`src/rtl/core_pkg.sv`:
```
// Shared core definitions: RV32 opcodes, the canonical NOP word and the
// per-stage pipeline record used by the instruction tracker.
package core_pkg;

    typedef enum logic [6:0] {
        LOAD     = 7'b0000011,
        STORE    = 7'b0100011,
        BRANCH   = 7'b1100011,
        JALR     = 7'b1100111,
        MISC_MEM = 7'b0001111,
        JAL      = 7'b1101111,
        OP_IMM   = 7'b0010011,
        OP       = 7'b0110011,
        SYSTEM   = 7'b1110011,
        AUIPC    = 7'b0010111,
        LUI      = 7'b0110111
    } opcode_t;

    // addi x0,x0,0 with the always-11 low bits dropped
    localparam logic [31:2] NOP_INSTR = 30'h0000_0004;

    typedef struct packed {
        logic [31:2] instr;
        logic        valid;
    } stage_t;

    localparam stage_t BUBBLE = '{instr: NOP_INSTR, valid: 1'b0};

endpackage

```
`src/rtl/pipe_stage_reg.sv`:
```
// One pipeline slot: holds a stage_t, loads a new one, or is squashed to a bubble.
module pipe_stage_reg
    import core_pkg::*;
(
    input  logic   clk,
    input  logic   reset_n,
    input  logic   load,
    input  logic   squash,
    input  stage_t d,
    output stage_t q
);

    always_ff @(posedge clk) begin
        if (!reset_n)    q <= BUBBLE;
        else if (squash) q <= BUBBLE;
        else if (load)   q <= d;
    end

endmodule

```
`src/rtl/instr_pipe_tracker.sv`:
```
// Tracks the in-flight instruction per stage with stall/flush handling and a
// stall watchdog. Define INSTR_PIPE_TRACKER_PERF_EN for retire/stall counters.
module instr_pipe_tracker
    import core_pkg::*;
#(
    parameter int PIPELINE_LENGTH = 4,
    parameter int FLUSH_DEPTH     = 2,
    parameter int STALL_TIMEOUT   = 64
) (
    input  logic                             clk,
    input  logic                             reset_n,
    input  logic [31:2]                      in_instr,
    input  logic                             in_valid,
    output logic                             in_ready,
    input  logic                             stall,
    input  logic                             flush,
    output logic [PIPELINE_LENGTH-1:0][31:2] instr,
    output logic [PIPELINE_LENGTH-1:0]       stage_valid,
    output logic                             retire_valid,
    output logic [31:2]                      retire_instr,
    output logic                             stall_timeout
`ifdef INSTR_PIPE_TRACKER_PERF_EN
    ,
    output logic [31:0]                      perf_retired,
    output logic [31:0]                      perf_stalls
`endif
);

    localparam int CW = $clog2(STALL_TIMEOUT + 1);
    localparam logic [CW-1:0] CNT_MAX = CW'(STALL_TIMEOUT);

    stage_t [PIPELINE_LENGTH-1:0] st;
    stage_t [PIPELINE_LENGTH-1:0] d;
    logic   [PIPELINE_LENGTH-1:0] load;
    logic   [PIPELINE_LENGTH-1:0] squash;

    logic stall_only;
    assign stall_only = stall & ~flush;

    // A flush redirects fetch, so the wrong-path word is taken and dropped.
    assign in_ready = ~stall | flush;

    genvar g;
    generate
        for (g = 0; g < PIPELINE_LENGTH; g++) begin : g_stage
            localparam bit IN_FLUSH = (g < FLUSH_DEPTH);
            if (g == 0) begin : g_head
                assign d[g]      = '{instr: in_instr, valid: 1'b1};
                assign load[g]   = ~stall;
                assign squash[g] = (IN_FLUSH & flush) | (~stall & ~in_valid);
            end else if (g == 1) begin : g_bubble
                // Decode holds on stall, so the slot behind it becomes a bubble.
                assign d[g]      = st[g-1];
                assign load[g]   = 1'b1;
                assign squash[g] = (IN_FLUSH & flush) | stall_only;
            end else begin : g_tail
                assign d[g]      = st[g-1];
                assign load[g]   = 1'b1;
                assign squash[g] = IN_FLUSH & flush;
            end

            pipe_stage_reg u_stage (
                .clk     (clk),
                .reset_n (reset_n),
                .load    (load[g]),
                .squash  (squash[g]),
                .d       (d[g]),
                .q       (st[g])
            );

            assign instr[g]       = st[g].instr;
            assign stage_valid[g] = st[g].valid;
        end
    endgenerate

    assign retire_valid = st[PIPELINE_LENGTH-1].valid;
    assign retire_instr = st[PIPELINE_LENGTH-1].instr;

    logic [CW-1:0] stall_cnt;

    always_ff @(posedge clk) begin
        if (!reset_n) begin
            stall_cnt     <= '0;
            stall_timeout <= 1'b0;
        end else begin
            if (!stall_only)            stall_cnt <= '0;
            else if (stall_cnt != CNT_MAX) stall_cnt <= stall_cnt + 1'b1;
            if (stall_cnt == CNT_MAX)   stall_timeout <= 1'b1;
        end
    end

`ifdef INSTR_PIPE_TRACKER_PERF_EN
    always_ff @(posedge clk) begin
        if (!reset_n) begin
            perf_retired <= '0;
            perf_stalls  <= '0;
        end else begin
            if (retire_valid) perf_retired <= perf_retired + 32'd1;
            if (stall_only)   perf_stalls  <= perf_stalls + 32'd1;
        end
    end
`endif

endmodule
```
`config.mk`:
```
export PLATFORM = sky130hd
export DESIGN_NAME = instr_pipe_tracker
export DESIGN_NICKNAME = d
export VERILOG_FILES = /design/src/rtl/core_pkg.sv /design/src/rtl/pipe_stage_reg.sv /design/src/rtl/instr_pipe_tracker.sv
export SDC_FILE = /design/constraint.sdc
export NUM_CORES = 1
export LEC_CHECK = 0
export ABC_AREA = 1
export BUFFER_PORTS_ARGS = -buffer_cell sky130_fd_sc_hd__buf_2
export CAP_MARGIN = 20
export CORE_UTILIZATION = 50
export DETAILED_ROUTE_END_ITERATION = 12
export PLACE_DENSITY = 0.92
export REMOVE_ABC_BUFFERS = 1
export SLEW_MARGIN = 20
export SYNTH_ARGS = -nofsm -noshare
export SYNTH_HDL_FRONTEND = slang
export SYNTH_SLANG_ARGS = --single-unit
```
`constraint.sdc`:
```
create_clock -name clk -period 2 [get_ports clk]
set_input_delay 0.4 -clock clk [delete_from_list [all_inputs] [get_ports clk]]
set_output_delay 0.4 -clock clk [all_outputs]
set_load 0.005 [all_outputs]
```
==> impl_results.md <==
* Die area at roughly 9200 um2
* Initial antenna violation count at 0
* Antenna Cells at 0
* Final count of pins violating max slew at 0
* Final period utilization at 0.721
* Worst hold path startpoint: in_instr[4]
* Setup repair after global routing missed its margin: false
* CTS clk-pin slew, worst paths at about 0.06 ns
* Worst Hold End: g_stage[0].u_stage.q[3]
* Worst Reg-to-Reg Cells at 7
* Routability congestion estimate from global placement at ~0.75
* Largest fanout of any net on the critical path at 3
* Max Buffers Root-to-Sink at 2
* Total grt overflow at 0
* Core ar. at roughly 8400 um2
* Endpoint of the worst-slack reg-to-reg timing path: stall_cnt[1]
* Number of instances in the synthesized netlist at about 520
* Class of the most critical hold timing path: in2reg
* Worst-Skew Late Latency at around 0.50 ns
* Post-Place Cell Area at about 5200 um2
* Residual antenna-violating net count after detailed routing at 0
* CTS H-Tree Depth at 4
* Setup WS pre-CTS at between 0.6 and 0.7 ns
* Cell Area, Synth at 4420 um2
* DR WL/cell at between 10 and 15 um
* WHS at between 0.1 and 0.15 ns
* Vias in the first global route at 3450
* GR Util All Layers at 0.230
* Initial core utilization at 0.527
* Count of boundary I/O pins at around 190
* Worst vdd rail ir drop at 567 uV
* Maximum capacitance violations at 0
* CP max stage delay at approximately 0.4 ns
* Number of buffers inserted by hold repair at cts at 0
* Outcome: completed
* Final Non-Filler Cells at 800
* CTS Sinks at around 130
* Half-perimeter wire length after placement at 7.39 mm
* Flop2flop setup slack at around 0.80 ns
* Pin count of the biggest net entering global routing at a little over 60
* Buffers plus inverters on the worst setup path at 1
* Synth Register Bits at about 130
* Clock tree root buffer cell: sky130_fd_sc_hd__clkbuf_8
* Power Dens Cells at approximately 1100 nW/um2
* Critical setup path kind: reg2out
* Final core utilization at 0.704
* Clock tree from TritonCTS: done
* Width of the chip at around 96 um
* Smallest setup slack after layout at 0.559 ns
* FP Rows at 33
* Area growth from synthesis to final layout at 33.5%
* Proportion of synthesized chip area in sequential cells at 0.598
* Number of buffers created by CTS at 17
* Die Span Y at 96.0 um
* Standard cell with the maximum stage delay on the critical path: sky130_fd_sc_hd__dfxtp_1
* Hold Path Stages at 3
* Count of buffers inserted at the top-level ports at roughly 190
* Wire length of the first global-routing pass at approximately 16 mm
* Final routed DRC violation total at 0
* Cells along the critical path: buf_2
* Synthesized area per cell at about 8.6 um2
* Minimum period implied by the final worst setup slack at about 1.4 ns
* Drt first-iter violations at 103
* Critical path launch point type: flip-flop
* Number of cells after detailed placement at roughly 770
* Cell type group with the largest total delay on the critical path: flip-flops
* Via-to-Cell Ratio at 4.51
* Slew of the pin with the lowest slew margin at around 0.60 ns
* Total Wirelength at 10.3 mm
* Leak Pwr at approximately 3.3 nW
* Remaining max-slew budget at the tightest pin at 0.598
* DR pass1 iterations at 4
* Cells resized by post-CTS repair at 0
* Post-CTS setup buffers at 0
* Peak clock frequency supported by timing at about 0.69 GHz
* Vias after detailed routing at 3606
* Fin Setup TNS at 0 ns
* Power, Total at around 6.5 mW
* Data required, critical path at ~1.6 ns
* Layout Nets at between 700 and 800
* Number of warnings printed during yosys synthesis at 0
* Fraction of layout instances using a drive strength above 1 at 0.384
* Arrival time reported for the critical path endpoint at roughly 1.0 ns
* Number of failing setup endpoints in the final timing report at 0
* Cell area after layout at between 5000 and 6000 um2
* Kind of end point of the critical path: primary output
* R2R Path Start: stall_cnt[0]
* Number of failing hold endpoints at the final stage at 0
* Unique cell type count in the Yosys netlist at 22
* Clock Skew at approximately 0.012 ns
## layer usage
metal  wire [um]  vias to the layer above  GRT usage  part of all wire
met4         206                        0      0.102             0.020
met3         649                       18     0.0703             0.063
li1            -                     1792          -                 -
met2        5440                      149      0.423              0.53
met5           0                        -          0                 0
met1        4060                     1647      0.238              0.39
## flip-flops by register name (all words and copies together) (netlist names)
register           count
stall_cnt              7
stall_timeout          1
g_stage.u_stage.q    124
## Yosys cell counts, drive strengths merged
master	n	share of area
a21oi	33	0.037
buf	45	0.073
clkbuf	6	0.0051
dfxtp	132	0.60
ha	2	0.0057
inv	104	0.088
nand2	133	0.11
nand3	4	0.0045
nand3b	2	0.0034
nor2	47	0.059
nor3	1	0.0011
o21ai	2	0.0031
or2	3	0.0042
xnor2	1	0.0020
xor2	1	0.0020
## worst max path at each step
stage	endpoint	cells past startpoint	slack [ns]	startpoint
after floorplan	g_stage[0].u_stage.q[3]	2	0.71	stall
after global placement	in_ready	3	0.63	stall
after detailed placement	stall_cnt[5]	5	0.62	stall
after CTS	instr[3]	1	0.52	g_stage[0].u_stage.q[4]
after global routing	instr[3]	1	0.50	g_stage[0].u_stage.q[4]
final	instr[19]	1	0.56	g_stage[0].u_stage.q[20]
## logic make-up (layout without fill, tap and decap cells)
kind of cell    count (synthesis)  after routing  share of synthesized area
compound gates                 35             35                     0.0405
fa+ha+maj                       2              2                    0.00566
simple gates                  190            190                      0.185
xor+xnor                        2              2                    0.00396
flops                         132            132                      0.598
buf+inv                       155            334                      0.167
## final cells by class
type / instances / area (um2)
tap: 105 / 131
fill: 644 / 2480
multi-input combinational: 229 / 1040
sequential: 132 / 2640
timing repair buffer: 198 / 1010
inverter: 104 / 390
clock buffer: 18 / 418
clock inverter: 14 / 270
## tightest hold or removal path, cell delays in order
cell and delay, ns:
sky130_fd_sc_hd__buf_2 0.08, sky130_fd_sc_hd__nand2_1 0.04, sky130_fd_sc_hd__nand3b_1 0.06
## report_power, final
part           internal, mW  switching, mW
registers              2.65         0.0180
clock network          2.42           1.16
logic                0.0738          0.122
## layout by cell type, fill, tap and decap left out, types with 7 or more instances in the layout
cell and count:
sky130_fd_sc_hd__nor2_2 31, sky130_fd_sc_hd__dfxtp_1 132, sky130_fd_sc_hd__buf_2 191, sky130_fd_sc_hd__nand2_1 133, sky130_fd_sc_hd__clkbuf_16 16, sky130_fd_sc_hd__inv_1 101
sky130_fd_sc_hd__nor2_1 15, sky130_fd_sc_hd__buf_4 7, sky130_fd_sc_hd__a21oi_1 33, sky130_fd_sc_hd__bufinv_16 7
Note: power is estimated with default switching activity, not from simulation.
